<file path="config.mk">
export PLATFORM = sky130hd
export DESIGN_NAME = prog_timer
export DESIGN_NICKNAME = d
export VERILOG_FILES = /design/src/rtl/timer_pkg.sv /design/src/rtl/tick_gen.sv /design/src/rtl/prog_timer.sv
export SDC_FILE = /design/constraint.sdc
export NUM_CORES = 1
export LEC_CHECK = 0
export ABC_AREA = 1
export BUFFER_PORTS_ARGS = -buffer_cell sky130_fd_sc_hd__buf_2
export CAP_MARGIN = 5
export CORE_ASPECT_RATIO = 1.2
export CORE_MARGIN = 10
export CORE_UTILIZATION = 50
export DETAILED_ROUTE_END_ITERATION = 16
export GPL_TIMING_DRIVEN = 0
export PLACE_DENSITY = 0.71
export SLEW_MARGIN = 20
export SYNTH_ARGS = -nofsm -noshare
export SYNTH_HDL_FRONTEND = slang
export SYNTH_SLANG_ARGS = --single-unit
export TNS_END_PERCENT = 5
</file>
<file path="constraint.sdc">
create_clock -name clk -period 3.2 [get_ports clk]
set_input_delay 0.48 -clock clk [delete_from_list [all_inputs] [get_ports clk]]
set_output_delay 0.48 -clock clk [all_outputs]
set_load 0.02 [all_outputs]
</file>
<file path="src/rtl/timer_pkg.sv">
// rtl/timer_pkg.sv - shared state encodings and direction constants for the programmable timer
package timer_pkg;

    typedef enum logic [1:0] {
        ST_IDLE  = 2'd0,
        ST_RUN   = 2'd1,
        ST_PAUSE = 2'd2,
        ST_DONE  = 2'd3
    } timer_state_e;

    localparam logic DIR_UP = 1'b1;
    localparam logic DIR_DN = 1'b0;

endpackage

</file>
<file path="src/rtl/tick_gen.sv">
// rtl/tick_gen.sv - prescaler producing a tick strobe every TICK_DIV running cycles
module tick_gen #(
    parameter int TICK_DIV = 1_000_000,
    parameter int PS_W     = (TICK_DIV > 1) ? $clog2(TICK_DIV) : 1
) (
    input  logic clk,
    input  logic rst_n,
    input  logic run,
    input  logic sync_clr,
    output logic tick
);

    localparam logic [PS_W-1:0] PS_LAST = PS_W'(TICK_DIV - 1);

    logic [PS_W-1:0] ps_q;
    logic [PS_W-1:0] ps_d;

    // Strobe is high on the edge where the prescaler rolls over; the owner registers its effects.
    assign tick = run && (ps_q == PS_LAST);

    // Next prescaler value: held when not running so a paused period resumes where it stopped.
    always_comb begin
        ps_d = ps_q;
        if (sync_clr) begin
            ps_d = '0;
        end else if (run) begin
            ps_d = (ps_q == PS_LAST) ? '0 : ps_q + 1'b1;
        end
    end

    // Prescaler register.
    always_ff @(posedge clk or negedge rst_n) begin
        if (!rst_n) begin
            ps_q <= '0;
        end else begin
            ps_q <= ps_d;
        end
    end

endmodule

</file>
<file path="src/rtl/prog_timer.sv">
// rtl/prog_timer.sv - prescaled up/down tick counter with wrap/saturate modes and status pulses
module prog_timer
    import timer_pkg::*;
#(
    parameter int CNT_W    = 7,
    parameter int TICK_DIV = 1_000_000
) (
    input  logic             clk,
    input  logic             rst_n,
    input  logic             enable,
    input  logic             clear,
    input  logic             load,
    input  logic [CNT_W-1:0] load_val,
    input  logic             dir,
    input  logic             wrap_en,
    input  logic [CNT_W-1:0] cmp_val,
    output logic [CNT_W-1:0] time_count,
    output logic             tick,
    output logic             match,
    output logic             wrap,
    output logic             done,
    output logic [1:0]       state
);

    localparam int               PS_W    = (TICK_DIV > 1) ? $clog2(TICK_DIV) : 1;
    localparam logic [CNT_W-1:0] CNT_MAX = {CNT_W{1'b1}};

    timer_state_e     state_q, state_d;
    logic [CNT_W-1:0] cnt_q, cnt_d;
    logic             tick_q, tick_d;
    logic             match_q, match_d;
    logic             wrap_q, wrap_d;
    logic             done_q, done_d;
    logic             ps_tick;

    tick_gen #(
        .TICK_DIV (TICK_DIV),
        .PS_W     (PS_W)
    ) u_tick_gen (
        .clk      (clk),
        .rst_n    (rst_n),
        .run      (state_q == ST_RUN),
        .sync_clr (clear | load),
        .tick     (ps_tick)
    );

    // Next-state, count and flag logic: clear beats load, load beats any tick on the same edge.
    always_comb begin
        state_d = state_q;
        cnt_d   = cnt_q;
        tick_d  = 1'b0;
        match_d = 1'b0;
        wrap_d  = 1'b0;
        done_d  = done_q;
        if (clear) begin
            state_d = ST_IDLE;
            cnt_d   = '0;
            done_d  = 1'b0;
        end else if (load) begin
            cnt_d   = load_val;
            done_d  = 1'b0;
            state_d = enable ? ST_RUN : ST_IDLE;
        end else begin
            case (state_q)
                ST_IDLE:  if (enable)  state_d = ST_RUN;
                ST_RUN:   if (!enable) state_d = ST_PAUSE;
                ST_PAUSE: if (enable)  state_d = ST_RUN;
                default:  state_d = ST_DONE;
            endcase
            // ps_tick only fires in RUN, so a tick landing as enable falls is still applied.
            if (ps_tick) begin
                tick_d = 1'b1;
                if (dir == DIR_UP) begin
                    if (cnt_q != CNT_MAX) begin
                        cnt_d = cnt_q + 1'b1;
                    end else if (wrap_en) begin
                        cnt_d  = '0;
                        wrap_d = 1'b1;
                    end else begin
                        done_d  = 1'b1;
                        state_d = ST_DONE;
                    end
                end else begin
                    if (cnt_q != '0) begin
                        cnt_d = cnt_q - 1'b1;
                    end else if (wrap_en) begin
                        cnt_d  = CNT_MAX;
                        wrap_d = 1'b1;
                    end else begin
                        done_d  = 1'b1;
                        state_d = ST_DONE;
                    end
                end
                match_d = (cnt_d != cnt_q) && (cnt_d == cmp_val);
            end
        end
    end

    // State, count and flag registers.
    always_ff @(posedge clk or negedge rst_n) begin
        if (!rst_n) begin
            state_q <= ST_IDLE;
            cnt_q   <= '0;
            tick_q  <= 1'b0;
            match_q <= 1'b0;
            wrap_q  <= 1'b0;
            done_q  <= 1'b0;
        end else begin
            state_q <= state_d;
            cnt_q   <= cnt_d;
            tick_q  <= tick_d;
            match_q <= match_d;
            wrap_q  <= wrap_d;
            done_q  <= done_d;
        end
    end

    assign time_count = cnt_q;
    assign tick       = tick_q;
    assign match      = match_q;
    assign wrap       = wrap_q;
    assign done       = done_q;
    assign state      = state_q;

endmodule
</file>
==> impl_results.md <==
- Num CTS Buffers: 5
- Fin nets: 417
- Worst-path fanout max: 10
- Total number of vias: 2403
- Die ar.: 7917 um2
- # hold bufs at CTS: 0
- Effective utilization at floorplan: 51.69%
- Vias in the first global route: 2388
- Syn nets: 378
- Critical Path Slowest Stage Cell: dfrtp_1
- Pleak: 1.347 nW
- Final Routed Wirelength: 6.374 mm
- Post-route ant nets: 0
- FF-to-FF Start: time_count[0]
- Count leader, synth: nand2_1
- Number of port buffers: 32
- H-tree levels: 2
- Status: finished clean
- FF-to-FF path depth: 16
- Share of the synthesized area in the top cell type: 34.77%
- CP arrival: 2.55 ns
- Library cells used by synthesis: 34
- Reg2reg end: match
- Core area: 4594 um2
- Crit path kind: flip-flop to flip-flop
- 1st-pass router iterations: 7
- Number of max-cap violations: 0
- Clk pin slew, worst setup/hold paths: 0.07 ns
- Post-CTS Setup Inserts: 0
- Ys async rst share: 100.0%
- Yosys reg bits: 33
- First-pass GRT wire length: 10.90 mm
- Mean routed wirelength per cell: 14.16 um
- CP endpoint kind: flip-flop
- Worst slew pin tran: 0.7381 ns
- Die Y-Extent: 95.50 um
- Unrepaired setup endpoints after global routing: false
- Worst Skew: 0.004025 ns
- DRC: 0
- Overflow after GRT: 0
- Worst rel slew slack: 50.79%
- Slew Limit Fails: 0
- Crit path top cell by count: nand2_1
- Layout fillers: 476
- Number of synthesized flops with an enable pin: 0
- Worst EP required: 3.42 ns
- Cells after synthesis: 353
- Final hold vios: 0
- Yosys top cell by area: dfrtp_1
- Clock Root Buffer: clkbuf_8
- CTS tree: yes
- Final HPWL from detailed placement: 5.084 mm
- Pin count of the biggest net entering global routing: 34
- DRT iter0 DRCs: 127
- # IOs: 34
- Cell area after synthesis: 2375 um2
- Sequential area share after synthesis: 34.77%
- Final Cell Area: 2694 um2
- Global Route Usage Sum: 16.62%
- Overall Power: 1.109 mW
- Layout cell share with drive strength beyond 1: 16.07%
- Reg2reg setup slack: 0.87 ns
- Top cells by area, synth: dfrtp_1, nand2_1, nand3_1, nor2_1, inv_1
- Syn. warnings: 0
- Post-synth top cells: nand2_1, nor2_1, inv_1
- Period minus WS final: 2.330 ns
- Core Rows: 27
- Setup TNS: 0 ns
- RD Place Congestion: 0.9099
- Placed cell area: 2608 um2
- Synthesis-to-layout area growth: 13.44%
- Worst skew pair latency: 0.28 ns
- Initial antenna violation count: 0
- Die W: 82.91 um
- Max incr delay on CP: 0.38 ns
- Final setup vio count: 0
- Vias per std cell: 5.340
- Peak supply drop: 264.5 uV
- Syn_area_per_cell: 6.727 um2
- Power per cell area: 411.5 nW/um2
- Gates resized, CTS repair: 0
- Sink Count: 33
- Antenna cells: 0
- Critical-path cell list: buf_2, clkinv_1, ha_1, inv_1, nor2_1, nand3_2, nand2_1, o21ai_1, nand2_1, nand2_1, nand2_1, nand2_1, nand2_1, nor2_1, nand2_1, nor2_1
- Max Buffers Root-to-Sink: 2
- Peak Freq: 429.1 MHz
- Min-delay worst type: input port to async pin
- Fin crit share: 72.82%
- Critical path startpoint category: flip-flop
- Ys flop type: dfrtp_1
per-layer routing:
layer | share of wire (%) | track usage, %
met2 | 51 | 30.54
met1 | 40 | 16.83
met4 | 4.6 | 11.51
met5 | 0 | 0
met3 | 4.7 | 3.242
where the power goes:
group,internal [mW],switching (mW)
logic,0.112,0.224
clock network,0.171,0.148
registers,0.431,0.0229
placed cells by master (no fill, tap or decap):
cell type | synthesis | routed
nand2_1 | 90 | 90
nor2_1 | 43 | 43
inv_1 | 39 | 39
nand3_1 | 37 | 37
buf_2 | 2 | 34
dfrtp_1 | 33 | 33
o21ai_0 | 18 | 18
a21oi_1 | 12 | 12
nor3_1 | 10 | 10
nand4_1 | 8 | 8
xor2_1 | 7 | 7
nand2_2 | 6 | 6
o21ai_1 | 6 | 6
clkbuf_8 | 0 | 6
nor2_2 | 4 | 4
o22ai_1 | 4 | 4
ha_1 | 4 | 4
inv_2 | 3 | 3
buf_4 | 3 | 3
nand3b_1 | 3 | 3
xnor2_1 | 3 | 3
clkinv_1 | 2 | 2
nand3_2 | 2 | 2
nor4_1 | 2 | 2
clkbuf_1 | 1 | 2
o211ai_1 | 2 | 2
nor2_4 | 1 | 1
nor2_8 | 1 | 1
nand2_4 | 1 | 1
or2_1 | 1 | 1
o21ai_2 | 1 | 1
a21oi_2 | 1 | 1
a31oi_1 | 1 | 1
o21a_1 | 1 | 1
a22oi_1 | 1 | 1
critical path: cells and delay by family, from the launching register on:
kind | cells | cell delay, ns
adders and majority gates | 1 | 0.30
DFF | 1 | 0.38
buffers and inverters | 3 | 0.54
and+or+nand+nor | 11 | 0.97
AOI/OAI and AO/OA | 1 | 0.08
worst max-delay path by stage:
stage	slack (ns)	startpoint	to
3_5_place_dp	0.91	time_count[0]	match
4_1_cts	0.89	time_count[0]	match
5_1_grt	0.63	time_count[0]	match
6_report	0.87	time_count[0]	match
3_3_place_gp	0.94	time_count[0]	match
2_1_floorplan	1.17	time_count[0]	match
registers in the layout (all words and copies together) (netlist names):
name             flops
u_tick_gen.ps_q     20
time_count           7
state                2
done                 1
match                1
tick                 1
wrap                 1
final cells by class:
type / count / area (um2) / share of cell area (%)
Clock buffer: 7 / 86.33 / 3.205
Inverter: 44 / 165.2 / 6.131
Multi-Input combinational cell: 270 / 1348 / 50.02
Buffer: 6 / 36.28 / 1.347
Tap cell: 58 / 72.57 / 2.694
Sequential cell: 33 / 825.8 / 30.65
Timing Repair Buffer: 32 / 160.2 / 5.945
cell families (layout without fill, tap and decap cells):
group / Yosys count / after routing / synth area share (%)
adder cells (fa/ha/maj): 4 / 4 / 2.108
XOR/XNOR: 10 / 10 / 3.688
buffers and inverters: 50 / 89 / 8.482
AO/OA/AOI/OAI: 47 / 47 / 10.91
AND/OR/NAND/NOR: 209 / 209 / 40.04
flip-flops: 33 / 33 / 34.77
through the flow:
stage	util (%)	hold WS, ns	worst slack [ns]	std cells
final	58.63	0.2535	0.8698	450
after detailed placement	56.75	0.4995	0.9115	443
after CTS	58.63	0.2781	0.8921	450
after global placement	56.75	0.4996	0.9382	443
after floorplan	-	0.1844	1.170	353
after global routing	58.63	0.3056	0.6256	450
Note: power is estimated with default switching activity, not from simulation.
